--- config.mk ---
export PLATFORM = sky130hd
export DESIGN_NAME = branch_predictor
export DESIGN_NICKNAME = d
export VERILOG_FILES = /design/src/rtl/branch_predictor.sv
export SDC_FILE = /design/constraint.sdc
export NUM_CORES = 1
export LEC_CHECK = 0
export BUFFER_PORTS_ARGS = -buffer_cell sky130_fd_sc_hd__buf_4
export CAP_MARGIN = 20
export CORE_ASPECT_RATIO = 0.5
export CORE_UTILIZATION = 45
export DETAILED_ROUTE_END_ITERATION = 6
export GPL_ROUTABILITY_DRIVEN = 0
export GPL_TIMING_DRIVEN = 1
export PLACE_DENSITY = 0.75
export SLEW_MARGIN = 40
export SYNTH_ARGS = -nofsm -noshare
export SYNTH_HDL_FRONTEND = slang
export SYNTH_SLANG_ARGS = --single-unit
export TNS_END_PERCENT = 50
--- constraint.sdc ---
create_clock -name clk -period 5.2 [get_ports clk]
set_clock_uncertainty 0.15 [all_clocks]
set_input_delay 1.56 -clock clk [delete_from_list [all_inputs] [get_ports clk]]
set_output_delay 1.56 -clock clk [all_outputs]
set_load 0.1 [all_outputs]
--- src/rtl/branch_predictor.sv ---
// rtl/branch_predictor.sv - 2-bit saturating branch direction predictor with mispredict stats
// Optional BTB (valid/tag/target per entry) enabled by defining BP_BTB_EN.
module branch_predictor #(
    parameter int IDX_W = 4,
    parameter int XLEN  = 32,
    parameter int TAG_W = 8
) (
    input  logic            clk,
    input  logic            rst,
    input  logic [XLEN-1:0] lk_pc,
    output logic            lk_taken,
    output logic            lk_hit,
    output logic [XLEN-1:0] lk_target,
    input  logic            upd_valid,
    input  logic [XLEN-1:0] upd_pc,
    input  logic            upd_taken,
    input  logic            upd_pred,
    input  logic [XLEN-1:0] upd_target,
    input  logic            clr_stats,
    output logic            mispredict,
    output logic [31:0]     br_count,
    output logic [31:0]     mp_count
);
    localparam int DEPTH = 1 << IDX_W;

    logic [1:0]       cnt_q [DEPTH];
    logic [1:0]       cnt_d [DEPTH];
    logic             mispredict_q, mispredict_d;
    logic [31:0]      br_count_q, br_count_d;
    logic [31:0]      mp_count_q, mp_count_d;
    logic [IDX_W-1:0] lk_idx, upd_idx;
    logic             upd_mp;

    assign lk_idx  = lk_pc[IDX_W+1:2];
    assign upd_idx = upd_pc[IDX_W+1:2];
    assign upd_mp  = upd_valid && (upd_taken != upd_pred);

    assign lk_taken   = cnt_q[lk_idx][1];
    assign mispredict = mispredict_q;
    assign br_count   = br_count_q;
    assign mp_count   = mp_count_q;

    always_comb begin
        cnt_d        = cnt_q;
        mispredict_d = upd_mp;
        br_count_d   = br_count_q;
        mp_count_d   = mp_count_q;
        if (upd_valid) begin
            if (upd_taken) begin
                if (cnt_q[upd_idx] != 2'b11) cnt_d[upd_idx] = cnt_q[upd_idx] + 2'd1;
            end else begin
                if (cnt_q[upd_idx] != 2'b00) cnt_d[upd_idx] = cnt_q[upd_idx] - 2'd1;
            end
        end
        // Clear has priority over counting the same-cycle update.
        if (clr_stats) begin
            br_count_d = '0;
            mp_count_d = '0;
        end else begin
            if (upd_valid && br_count_q != 32'hFFFF_FFFF) br_count_d = br_count_q + 32'd1;
            if (upd_mp && mp_count_q != 32'hFFFF_FFFF) mp_count_d = mp_count_q + 32'd1;
        end
    end

    always_ff @(posedge clk or posedge rst) begin
        if (rst) begin
            for (int i = 0; i < DEPTH; i++) cnt_q[i] <= 2'b01;
            mispredict_q <= 1'b0;
            br_count_q   <= '0;
            mp_count_q   <= '0;
        end else begin
            cnt_q        <= cnt_d;
            mispredict_q <= mispredict_d;
            br_count_q   <= br_count_d;
            mp_count_q   <= mp_count_d;
        end
    end

`ifdef BP_BTB_EN
    logic             valid_q [DEPTH];
    logic             valid_d [DEPTH];
    logic [TAG_W-1:0] tag_q [DEPTH];
    logic [TAG_W-1:0] tag_d [DEPTH];
    logic [XLEN-1:0]  tgt_q [DEPTH];
    logic [XLEN-1:0]  tgt_d [DEPTH];
    logic [TAG_W-1:0] lk_tag, upd_tag;

    assign lk_tag  = lk_pc[IDX_W+TAG_W+1:IDX_W+2];
    assign upd_tag = upd_pc[IDX_W+TAG_W+1:IDX_W+2];

    assign lk_hit    = valid_q[lk_idx] && (tag_q[lk_idx] == lk_tag);
    assign lk_target = lk_hit ? tgt_q[lk_idx] : '0;

    // Only taken branches allocate; not-taken updates leave the entry alone.
    always_comb begin
        valid_d = valid_q;
        tag_d   = tag_q;
        tgt_d   = tgt_q;
        if (upd_valid && upd_taken) begin
            valid_d[upd_idx] = 1'b1;
            tag_d[upd_idx]   = upd_tag;
            tgt_d[upd_idx]   = upd_target;
        end
    end

    always_ff @(posedge clk or posedge rst) begin
        if (rst) begin
            for (int i = 0; i < DEPTH; i++) begin
                valid_q[i] <= 1'b0;
                tag_q[i]   <= '0;
                tgt_q[i]   <= '0;
            end
        end else begin
            valid_q <= valid_d;
            tag_q   <= tag_d;
            tgt_q   <= tgt_d;
        end
    end

    logic unused_bits;
    assign unused_bits = ^{lk_pc[XLEN-1:IDX_W+TAG_W+2], lk_pc[1:0],
                           upd_pc[XLEN-1:IDX_W+TAG_W+2], upd_pc[1:0]};
`else
    assign lk_hit    = 1'b0;
    assign lk_target = '0;

    logic unused_bits;
    assign unused_bits = ^{lk_pc[XLEN-1:IDX_W+2], lk_pc[1:0],
                           upd_pc[XLEN-1:IDX_W+2], upd_pc[1:0], upd_target};
`endif

endmodule

==> results of run 1 <==
==> power by group through the flow <==
stage	combinational, µW	clock, µW	sequential, µW
CTS	619	678	1010
detailed placement	617	0	1020
floorplan	501	0	1020
global route	667	707	1030
global placement	600	0	1010
finish	614	664	1010
==> cell usage in the layout, fill, tap and decap left out, types with 2 or more instances in the layout <==
| master | count |
|---|---|
| mux4_2 | 12 |
| nor2b_1 | 4 |
| a21oi_1 | 55 |
| nor3_2 | 3 |
| nand2_1 | 28 |
| nand3_1 | 22 |
| and4_1 | 9 |
| and2_1 | 3 |
| dfstp_2 | 16 |
| xnor2_1 | 5 |
| o31ai_1 | 25 |
| ha_1 | 4 |
| buf_4 | 85 |
| mux2_1 | 3 |
| clkinv_2 | 3 |
| or4_1 | 28 |
| and3_1 | 5 |
| clkbuf_16 | 9 |
| nand4b_1 | 2 |
| nand4_1 | 31 |
| nor4_2 | 2 |
| o21ai_1 | 18 |
| nor3_1 | 9 |
| nor2_1 | 30 |
| a21oi_2 | 2 |
| inv_6 | 2 |
| nor4_1 | 3 |
| inv_1 | 14 |
| or2_2 | 2 |
| conb_1 | 33 |
| a31o_1 | 2 |
| mux2i_1 | 5 |
| o21ai_0 | 11 |
| nand2b_1 | 2 |
| mux2_2 | 32 |
| dfrtp_1 | 81 |
| or3_1 | 27 |
==> layer usage <==
metal / global-route usage (%) / up-vias
met3: 4.39 / 8
li1: - / 2223
met4: 4.25 / 0
met1: 26.5 / 2309
met2: 32.9 / 129
met5: 0 / -
==> cell usage after synthesis, types with 15 or more instances <==
| master | count | area (µm²) |
|---|---|---|
| o21ai_1 | 18 | 90.1 |
| nand3_1 | 22 | 110 |
| o31ai_1 | 25 | 188 |
| buf_4 | 34 | 255 |
| a21oi_1 | 55 | 275 |
| or4_1 | 28 | 210 |
| nand4_1 | 31 | 194 |
| or3_1 | 27 | 169 |
| dfrtp_1 | 81 | 2030 |
| nand2_1 | 28 | 105 |
| inv_1 | 15 | 56.3 |
| dfstp_2 | 16 | 420 |
| mux2_2 | 32 | 360 |
| nor2_1 | 30 | 113 |
| clkbuf_1 | 16 | 60.1 |
==> final cells by class <==
class / instances / area, µm²
clock buffers: 9 / 225
clock inverters: 7 / 70.1
fillers: 1097 / 5490
inverters: 15 / 61.3
multi-input cells: 427 / 2920
flip-flops and latches: 97 / 2450
well taps: 165 / 206
repair buffers: 85 / 638
==> metrics by stage <==
| step | hold slack (ns) | cell area [µm²] |
|---|---|---|
| after floorplan | 0.329 | 5790 |
| after global placement | 0.338 | 6260 |
| after detailed placement | 0.345 | 6270 |
| after CTS | 0.360 | 6560 |
| after global routing | 0.380 | 6570 |
| final | 0.358 | 6570 |
==> tightest hold or removal path, cell delays in order, from the launching register on <==
cell,delay [ns]
dfstp_2,0.37
nor2_1,0.09
a21oi_1,0.04
==> kinds of logic (layout without fill, tap and decap cells) <==
kind of cell,Yosys count,in the layout,synth area share [%]
AOI/OAI and AO/OA,117,117,12.2
xor gates and xnor gates,6,6,0.927
adders and majority gates,4,4,0.882
buffers and inverters,73,116,7.72
DFF,97,97,43.2
muxes,53,53,12.9
other,1,33,0.0661
and+or+nand+nor,214,214,22.2
==> worst max path at each step <==
| stage | start | to | slack [ns] | depth (start not counted) |
|---|---|---|---|---|
| 2_1_floorplan | upd_pc[3] | cnt_q[15]$_DFFE_PP0P_ | 0.61 | 9 |
| 6_report | lk_pc[2] | lk_taken | 0.58 | 4 |
| 3_3_place_gp | upd_pc[3] | cnt_q[29]$_DFFE_PP0P_ | 0.43 | 10 |
| 4_1_cts | lk_pc[2] | lk_taken | 0.57 | 4 |
| 5_1_grt | upd_pc[3] | cnt_q[29]$_DFFE_PP0P_ | 0.47 | 10 |
| 3_5_place_dp | upd_pc[3] | cnt_q[29]$_DFFE_PP0P_ | 0.41 | 10 |
==> flow_results.org, run 1 <==
** Status
- The flow ran to the end, and the final reports show no timing, DRC or antenna violations.

** Drt
- Met2 routed wirelength :: 6020 µm
- Routed met1 length :: just under 6000 µm
- For this block, the via count after detailed routing is between 4k and 5k.
- In this run the top signal layer used is met4.
- After detailed routing, the number of remaining DRC violations is 0.
- First-pass DRT Iterations :: 5
- Met3 layer wire length in the routed design :: 628 µm
- After detailed routing, the average wire length per cell comes to between 15 and 20 µm.
- Via density per instance :: 5.80
- Antenna violation net count after detailed routing :: 0
- Wires add up to 12600 µm.
- 1st-iter DRT viols :: 258

** Clocking
- The later pin in the worst-skew pair is clocked with a latency of 0.34 ns.
- Cts bufs inserted :: 9
- In this run, post-CTS repair resized a total of 0 instances.
- Number of clock sinks :: 97
- CTS tree :: done
- After clock tree synthesis, the clock-pin slew on the worst setup and hold paths is 0.08 ns.
- Count of H-tree levels built during CTS :: 3
- In this run, post-CTS hold repair placed 0 buffers.
- Clock root cell :: clkbuf_16
- Post-CTS setup buffers :: 0
- In this run the deepest clock path goes through 2 buffers.

** Pwr
- Internal Pwr Total :: 1550 µW
- Per report_power, the clock group accounts for 29.0% of the total.
- In this run the static leakage power is 0.00266 µW.
- Fraction of power consumed by sequential logic :: 44.1%
- Dividing total power by cell area gives a power density of approximately 350 mW/mm².
- Summing internal, switching and leakage power gives approximately 2300 µW.
- Worst supply voltage drop on vdd :: 249 µV
- Sw Share :: 32.1%
- The analysis attributes to net switching a power of 734 µW.
- Per report_power, the combinational group accounts for 26.9% of the total.

** Global route
- Global routing consumed, over all layers together, 19.7% of the routing resources.
- Number of global-route vias before repair :: 4202
- Maximum number of pins on one net before global-route repair :: 70
- Initial antenna violation count :: 0
- Wire length of the first global-routing pass :: 20800 µm
- After global routing the overflow that remains totals 0.

** Critical path
- The largest individual stage delay along the critical path comes from the cell mux4_2.
- At the worst endpoint, the required time is about 3.5 ns.
- Traced cell by cell, the critical path runs through buf_4 > mux4_2 > mux4_2 > buf_4.
- On the worst path, the slowest cell contributes a delay of around 0.52 ns.
- STA classifies the critical path startpoint as an input port.
- Data arrival at the endpoint of the critical path :: a little under 3 ns
- The setup path with the least slack is of type in -> out.
- The number of cells on the worst reg-to-reg path is 9.
- Along the worst path, the maximum fanout reaches 4.
- Grouping stages by cell kind, the critical path spends the most delay in multiplexers.
- Worst Path Buf+Inv :: 2
- Type of destination of the critical path :: primary output
- The setup check on the worst reg-to-reg path leaves a slack of 1.92 ns.
- The worst register-to-register path ends at cnt_q[29]$_DFFE_PP0P_.

** STA
- The total count of max-transition violations in the final report came to 0.
- Once routing completed, OpenROAD measured the worst setup slack at between 0.5 and 0.6 ns.
- Time the final worst path needs with I/O delays and setup :: 4.62 ns
- Share of the clock period used by the worst path :: 88.8%
- Setup repair after global routing left no endpoint under its margin.
- Final setup vio count :: 0
- Setup_tns :: 0 ns
- The count of final hold-check violations was 0.
- The worst pin sits at a relative slew slack of 49.2%.
- For the pin with the worst max-slew slack, the measured transition is 0.762 ns.
- Static timing analysis puts the maximum clock frequency at around 0.22 GHz.

** Job
- Max Cap Violations :: 0

** Cells and area
- Total Nets Final :: ~740
- Once layout is complete, the cells apart from fillers number 805.
- Fraction of final layout cells with drive strength greater than 1 :: between 20% and 30%
- 0 antenna diodes ended up in the layout.
- Area growth syn-to-layout :: 15.8%
- For this run, the share of the core covered by cells in the final layout is 54.5%.

** Floorplan
- Initial core utilization :: 47.1%
- Measured along the y axis, the die boundary spans 81.4 µm.
- In this run the horizontal extent of the chip is 161 µm.
- Floorplan die area :: approximately 0.013 mm²
- Core area :: 0.0121 mm²
- Pin placement for this block handled about 200 I/O pins.
- The initialized floorplan defines 28 standard-cell rows.

** Yosys
- Number of warnings issued by yosys :: 0
- Share of flip-flops with an asynchronous set or reset after synthesis :: 100%
- The synthesized design contains 97 register bits.
- Of the synthesized area, sequential elements account for 43.2%.
- Post-Synthesis Cell Area :: 0.00567 mm²
- Prevailing post-synth register cell :: dfrtp_1
- Mean area per synthesized cell :: 10.0 µm²
- Count of flip-flops with a built-in enable after synthesis :: 0
- Synthesis handed over a netlist of 565 instances.
- Number of library cell types mapped by synthesis :: a little under 50

** Place
- OpenSTA, run right after detailed placement, puts the worst setup slack at 0.409 ns.
- Buffers placed on the I/O ports in this run total about 80.
- Inst Count DP :: 789
- Post-detailed-placement half-perimeter wirelength :: between 8000 and 9000 µm

** Worst hold path
- Along the worst hold path, the cell count comes to 2.
- Hold Path Class :: reg -> reg
Note: power is estimated with default switching activity, not from simulation.
==> run 2, diff against run 1 <==
--- a/config.mk
+++ b/config.mk
@@ -7,8 +7,9 @@
 export LEC_CHECK = 0
 export BUFFER_PORTS_ARGS = -buffer_cell sky130_fd_sc_hd__buf_4
 export CAP_MARGIN = 20
-export CORE_ASPECT_RATIO = 0.5
+export CORE_ASPECT_RATIO = 0.8
 export CORE_UTILIZATION = 45
+export CTS_BUF_LIST = sky130_fd_sc_hd__clkbuf_8 sky130_fd_sc_hd__clkbuf_16
 export DETAILED_ROUTE_END_ITERATION = 6
 export GPL_ROUTABILITY_DRIVEN = 0
 export GPL_TIMING_DRIVEN = 1
==> run 2 against run 1 <==
Against the previous run: final cell count is 0.75% higher; count of clock-buffer cells in the layout is 1 higher; sequential cell count stayed put; critical endpoint unchanged; largest power group unchanged; highest routed layer unchanged.
==> flow_results.org, run 2 (same netlist as run 1, synthesis figures left out) <==
** Global route
- The pin count of the biggest net entering global routing was 70 (unchanged).
- The number of antenna violations at the first check in global routing came to 0 (unchanged).
- Wire length of the first global-routing pass :: 21700 µm (+4.3%)
- The overflow left after global routing was 0 (unchanged).
- GRT Util Overall :: 20.9% (+1.2 points)
- The via count of the first global-routing pass was 4590 (+9.2%).

** Critical path
- The arrival time reported for the critical path endpoint came to 2.93 ns (+0.02 ns).
- The worst setup path is captured at a primary output.
- Worst Path Buf+Inv :: 2 (unchanged)
- Crit path cell chain :: buf_4 > mux4_2 > mux4_2 > buf_4
- The critical path data required time was 3.49 ns (about the same).
- The slowest stage of the critical path is the mux4_2 cell.
- The maximum cell stage delay along the critical path came to 0.50 ns (-0.02 ns).
- Largest fanout of any net on the critical path :: 4 (unchanged)
- Category of cells accounting for the largest share of critical-path delay :: multiplexers
- The worst setup path is of the in -> out kind.
- STA classifies the critical path startpoint as an input port.

** Pwr
- Proportion of power drawn by combinational gates :: 26.4% (-0.5 points)
- The register share of total power was 44.0% (about the same).
- The power per cell area is 350 mW/mm² (+0.56%).
- The cell-internal power came to 1560 µW (+0.35%).
- Psw :: 747 µW (+1.8%)
- The proportion of total power due to net switching was 32.4% (+0.31 points).
- The reported leakage power came to 0.00267 µW (+0.14%).
- Worst supply voltage drop on vdd :: 253 µV (+1.9%)
- The clock power share is 29.7% (+0.7 points).
- Total power :: 2310 µW (+0.81%)

** STA
- The total count of max-transition violations in the final report was 0 (unchanged).
- The clock period minus final worst setup slack was 4.64 ns (+0.0179 ns).
- Setup repair after global routing missed its margin :: false
- The number of failing setup endpoints in the final timing report came to 0 (unchanged).
- Setup_tns :: 0 ns (unchanged)
- Worst max-slew margin expressed relative to the limit :: 49.9% (+0.75 points)
- Slew of the pin with the lowest slew margin :: 0.751 ns (-0.0112 ns)
- The period utilization is 89.2% (+0.34 points).
- Timing-limited maximum frequency :: 0.216 GHz (-0.39%)
- Hold Vio Cnt, Final :: 0 (unchanged)
- Final critical-path setup slack :: 0.562 ns (-0.0179 ns)

** Drt
- Antenna violation net count after detailed routing :: 0 (unchanged)
- The final wirelength was 13100 µm (+3.7%).
- Via density per instance :: 5.82 (+0.37%)
- First-pass DRT Iterations :: 4 (-1)
- Average wire per cell in the routed design :: 16.1 µm (+3.0%)
- The count of routing violations after the opening detailed-route iteration was 321 (+24%).
- Drc violations :: 0 (unchanged)
- The via total after detailed routing is 4721 (+1.1%).

** Floorplan
- Core area :: 0.0123 mm² (+1.7%)
- Initial core utilization :: 46.3% (-0.77 points)
- Floorplan die area :: 0.0131 mm² (-0.19%)
- Number of core rows :: 36 (+29%)
- Die Height :: 102 µm (+26%)
- Number of placed I/O pins :: 201 (unchanged)
- The horizontal extent of the die was 128 µm (-21%).

** Clocking
- CTS tree :: done
- The post-CTS clock slew at the launch and capture registers of the worst setup and hold paths came to 0.06 ns (-0.02 ns).
- Clock tree synthesis selected as its root buffer the cell clkbuf_16.
- The largest buffer count on any clock path was 2 (unchanged).
- The clock network latency to the later pin of the worst-skew pair was 0.35 ns (about the same).
- Post-CTS Hold Buffers :: 0 (unchanged)
- Post-CTS setup buffers :: 0 (unchanged)
- The count of H-tree levels built during CTS was 3 (unchanged).
- Cts bufs inserted :: 9 (unchanged)
- The total number of clock tree sinks came to 97 (unchanged).
- Gates resized, CTS repair :: 0 (unchanged)

** Job
- Max Cap Violations :: 0 (unchanged)

** Cells and area
- Finished Cell Area :: 0.00658 mm² (+0.25%)
- Register Area :: 0.00245 mm² (unchanged)
- The final non-filler cell total is 811 (+0.75%).
- Leaving out fill and tap cells, the most frequent cell in the layout is buf_4.
- Most used cells in the layout excluding fill and tap cells :: 85 x buf_4, 81 x dfrtp_1, 55 x a21oi_1, 33 x conb_1, 32 x mux2_2
- The number of nets in the final layout came to 741 (unchanged).
- Area of combinational cells with multiple inputs :: 0.00292 mm² (unchanged)
- Compared with the post-synthesis result, the final layout area differs by 16.1%.
- Number of fill cells in the layout :: 1118 (+1.9%)
- The share of cells above drive strength 1 was 27.5% (unchanged).
- The count of antenna diodes in the layout came to 0 (unchanged).

** Place
- Post-detailed-placement half-perimeter wirelength :: 9160 µm (+5.2%)
- The number of placed instances, taps included came to 795 (+0.76%).
- The number of I/O port buffers came to 79 (unchanged).
- The worst slack at placement is 0.358 ns (-0.0510 ns).
- Instance area after placement :: 0.00627 mm² (about the same)

** Status
- The flow ran to the end, and the final reports show no timing, DRC or antenna violations.

** Worst hold path
- Hold Path Class :: reg -> reg
## run 2: cell types whose count changed in the layout (fill, tap and decap cells not counted)
cell	delta
clkinv_2	-1
clkbuf_8	+1
## run 2: path summary, 6_finish.rpt
path	startpoint	to	slack [ns]	depth (start not counted)
max reg2reg	flop	cnt_q[25]$_DFFE_PP0P_	1.80	9
min in group asynchronous	rst	mp_count[20]$_DFFE_PP0P_	1.07	2
min reg2reg	flop	flop	0.36	2
min	flop	flop	0.36	2
max	lk_pc[2]	lk_taken	0.56	4
max in group asynchronous	rst	asynchronous set/reset pin	3.00	3
## run 2: per-layer routing
metal | wire length, µm | share of wire [%] | track usage (%) | up-vias
li1 | - | - | - | 2220
met1 | 5760 | 44 | 26.2 | 2334
met2 | 6480 | 49 | 35.2 | 142
met3 | 594 | 4.5 | 4.66 | 25
met4 | 257 | 2.0 | 8.52 | 0
met5 | 0 | 0 | 0 | -
## run 2: worst reg2reg max path: cells and delay by family, from the launching register on
family	cells	cell delay (ns)
adder cells (fa/ha/maj)	1	0.21
AND/OR/NAND/NOR	2	0.73
AO/OA/AOI/OAI	1	0.47
multiplexers	4	1.31
buffers and inverters	1	0.05
flip-flops	1	0.37
## run 2: power groups by stage
stage,sequential (µW),combinational [µW],clock (µW)
global route,1030,653,730
finish,1010,607,684
global placement,1010,582,0
CTS,1010,611,702
floorplan,1020,501,0
detailed placement,1030,606,0
## run 2: layout make-up
cell class | instances | share of cell area (%)
clock buffer | 10 | 3.63
clock inverter | 6 | 0.988
inverter | 15 | 0.931
multi-input combinational | 427 | 44.3
sequential | 97 | 37.2
tap | 171 | 3.25
timing repair buffer | 85 | 9.69
## run 2: metrics by stage
stage,hold WS [ns],utilization (%)
global placement,0.337,51.1
finish,0.361,53.7
floorplan,0.329,-
CTS,0.357,53.7
global route,0.384,53.7
detailed placement,0.343,51.2
==> run 3, diff against run 2 <==
--- a/config.mk
+++ b/config.mk
@@ -8,12 +8,12 @@
 export BUFFER_PORTS_ARGS = -buffer_cell sky130_fd_sc_hd__buf_4
 export CAP_MARGIN = 20
 export CORE_ASPECT_RATIO = 0.8
-export CORE_UTILIZATION = 45
+export CORE_UTILIZATION = 40
 export CTS_BUF_LIST = sky130_fd_sc_hd__clkbuf_8 sky130_fd_sc_hd__clkbuf_16
 export DETAILED_ROUTE_END_ITERATION = 6
 export GPL_ROUTABILITY_DRIVEN = 0
 export GPL_TIMING_DRIVEN = 1
-export PLACE_DENSITY = 0.75
+export PLACE_DENSITY = 0.68
 export SLEW_MARGIN = 40
 export SYNTH_ARGS = -nofsm -noshare
 export SYNTH_HDL_FRONTEND = slang
==> run 3 against run 2 <==
Against the previous run: routed wire length increased by 0.92%; die area increased by 12%; worst hold slack improved by 0.0011 ns; critical path depth unchanged; non-clock buffer count unchanged; sequential cell count unchanged; combinational power about the same; sequential share of layout area decreased by 0.28 points; sequential power about the same; register-to-register slack got worse by 0.02 ns; largest power group unchanged.
==> flow_results.org, run 3 (same netlist as run 1, synthesis figures left out) <==
** Global route
- The number of antenna violations at the first check in global routing is 0 (unchanged).
- The overflow left after global routing was 0 (unchanged).
- GRT Util Overall :: 18.6% (-2.2 points)
- Number of global-route vias before repair :: 4437 (-3.3%)
- Maximum number of pins on one net before global-route repair :: 70 (unchanged)
- The global-route wire length before repair was 21700 µm (about the same).

** Critical path
- Type of the worst setup path :: in -> out
- Data arrival at the endpoint of the critical path :: 2.93 ns (about the same)
- The maximum fanout along the worst path is 4 (unchanged).
- Required time of the worst setup path :: 3.49 ns (about the same)
- Sort of element at the start of the critical path :: input port
- The worst setup path is captured at a primary output.

** STA
- The count of final hold-check violations was 0 (unchanged).
- The final total negative setup slack came to 0 ns (unchanged).
- Slew of the pin with the lowest slew margin :: 0.754 ns (+0.00314 ns)
- Final setup vio count :: 0 (unchanged)
- Setup repair after global routing missed its margin :: false
- The timing-limited maximum frequency was 0.216 GHz (about the same).
- Final Max Slew Viols :: 0 (unchanged)
- The worst slew margin relative to its limit is 49.7% (-0.21 points).
- Time the final worst path needs with I/O delays and setup :: 4.64 ns (-0.00228 ns)
- The period utilization was 89.1% (about the same).

** Drt
- Total via count after detailed routing :: 4712 (-0.19%)
- The detailed-route DRC error count is 0 (unchanged).
- Via density per instance :: 5.75 (-1.3%)
- First-pass DRT Iterations :: 5 (+1)
- The average wire per standard cell is 16.1 µm (-0.18%).
- 1st-iter DRT viols :: 287 (-11%)
- Antenna violation net count after detailed routing :: 0 (unchanged)
- DRT Wirelength :: 13200 µm (+0.92%)

** Cells and area
- Antenna diode instance count :: 0 (unchanged)
- Total Nets Final :: 741 (unchanged)
- Most used cells in the layout excluding fill and tap cells :: 85 x buf_4, 81 x dfrtp_1, 55 x a21oi_1, 33 x conb_1, 32 x mux2_2
- Final core utilization :: 48.4% (-5.3 points)
- Commonest non-fill, non-tap cell in the layout :: buf_4
- Fraction of final layout cells with drive strength greater than 1 :: 27.5% (unchanged)
- Area growth syn-to-layout :: 16.9%

** Status
- Run status :: finished clean

** Clocking
- TritonCTS built the clock tree.
- Clock latency on the worst-skew pair :: 0.35 ns (about the same)
- The number of gates resized after cts is 0 (unchanged).
- The number of CTS-inserted buffers came to 9 (unchanged).
- Clock root cell :: clkbuf_16
- The count of H-tree levels built during CTS is 3 (unchanged).
- CTS clk-pin slew, worst paths :: 0.07 ns (about the same)
- Number of clock sinks :: 97 (unchanged)
- Post-CTS Hold Buffers :: 0 (unchanged)
- Max Root-Sink Buffers :: 2 (unchanged)
- The total setup buffers inserted after CTS is 0 (unchanged).

** Floorplan
- The horizontal extent of the die was 135 µm (+6.0%).
- Number of core rows :: 38 (+5.6%)
- The standard cell core area is 0.0137 mm² (+12%).
- Floorplan die area :: 0.0147 mm² (+12%)
- Initial core utilization :: 41.4% (-4.9 points)
- The height of the die came to 109 µm (+5.9%).
- Number of placed I/O pins :: 201 (unchanged)

** Pwr
- Power per unit of standard cell area :: 362 mW/mm² (+3.4%)
- Reported leakage power :: 0.00269 µW (+0.80%)
- Worst supply voltage drop on vdd :: 241 µV (-4.8%)

** Place
- The number of I/O port buffers came to 79 (unchanged).
- The post-DP HPWL came to 9140 µm (-0.19%).

** Job
- Max Cap Violations :: 0 (unchanged)

** Worst hold path
- In this run the worst hold path is classified as reg -> reg.
## run 3: path summary, 6_finish.rpt
kind / from / slack (ns) / cells past startpoint / to
max in group asynchronous: rst / 2.99 / 3 / asynchronous set/reset pin
worst min-delay path: flop / 0.36 / 2 / flop
worst max-delay path: lk_pc[2] / 0.56 / 4 / lk_taken
worst min register to register: flop / 0.36 / 2 / flop
min in group asynchronous: rst / 1.05 / 2 / cnt_q[5]$_DFFE_PP0P_
worst max register to register: flop / 1.78 / 9 / cnt_q[29]$_DFFE_PP0P_
## run 3: per-stage QoR
step | hold WS, ns | instance area [µm²] | total power [µW] | cells | worst slack, ns
floorplan | 0.329 | 5790 | 1520 | 597 | 0.611
global placement | 0.338 | 6270 | 1600 | 804 | 0.436
detailed placement | 0.353 | 6280 | 1630 | 804 | 0.303
CTS | 0.367 | 6630 | 2430 | 820 | 0.559
global route | 0.380 | 6630 | 2510 | 820 | 0.425
finish | 0.362 | 6630 | 2400 | 820 | 0.564
## run 3: worst max-delay path, stage by stage
cell and delay, ns:
buf_4 0.13, mux4_2 0.52, mux4_2 0.47, buf_4 0.24
## run 3: power by group
group	switching (µW)	internal, µW	total (µW)
clock	313	475	788
sequential	80.7	929	1010
combinational	364	240	604
total	758	1640	2400
## run 3: final cells by class
cell class                 instances  area [µm²]
fill                            1270        7060
tap                              180         225
clock inverter                     7         121
timing repair buffer              85         638
sequential                        97        2450
multi-input combinational        427        2920
inverter                          15        57.6
clock buffer                       9         225
## run 3: metal layers
layer | GRT usage [%] | wire [µm]
met4 | 7.06 | 261
met2 | 30.5 | 6390
met1 | 24.1 | 5950
met5 | 0 | 0
met3 | 4.08 | 611
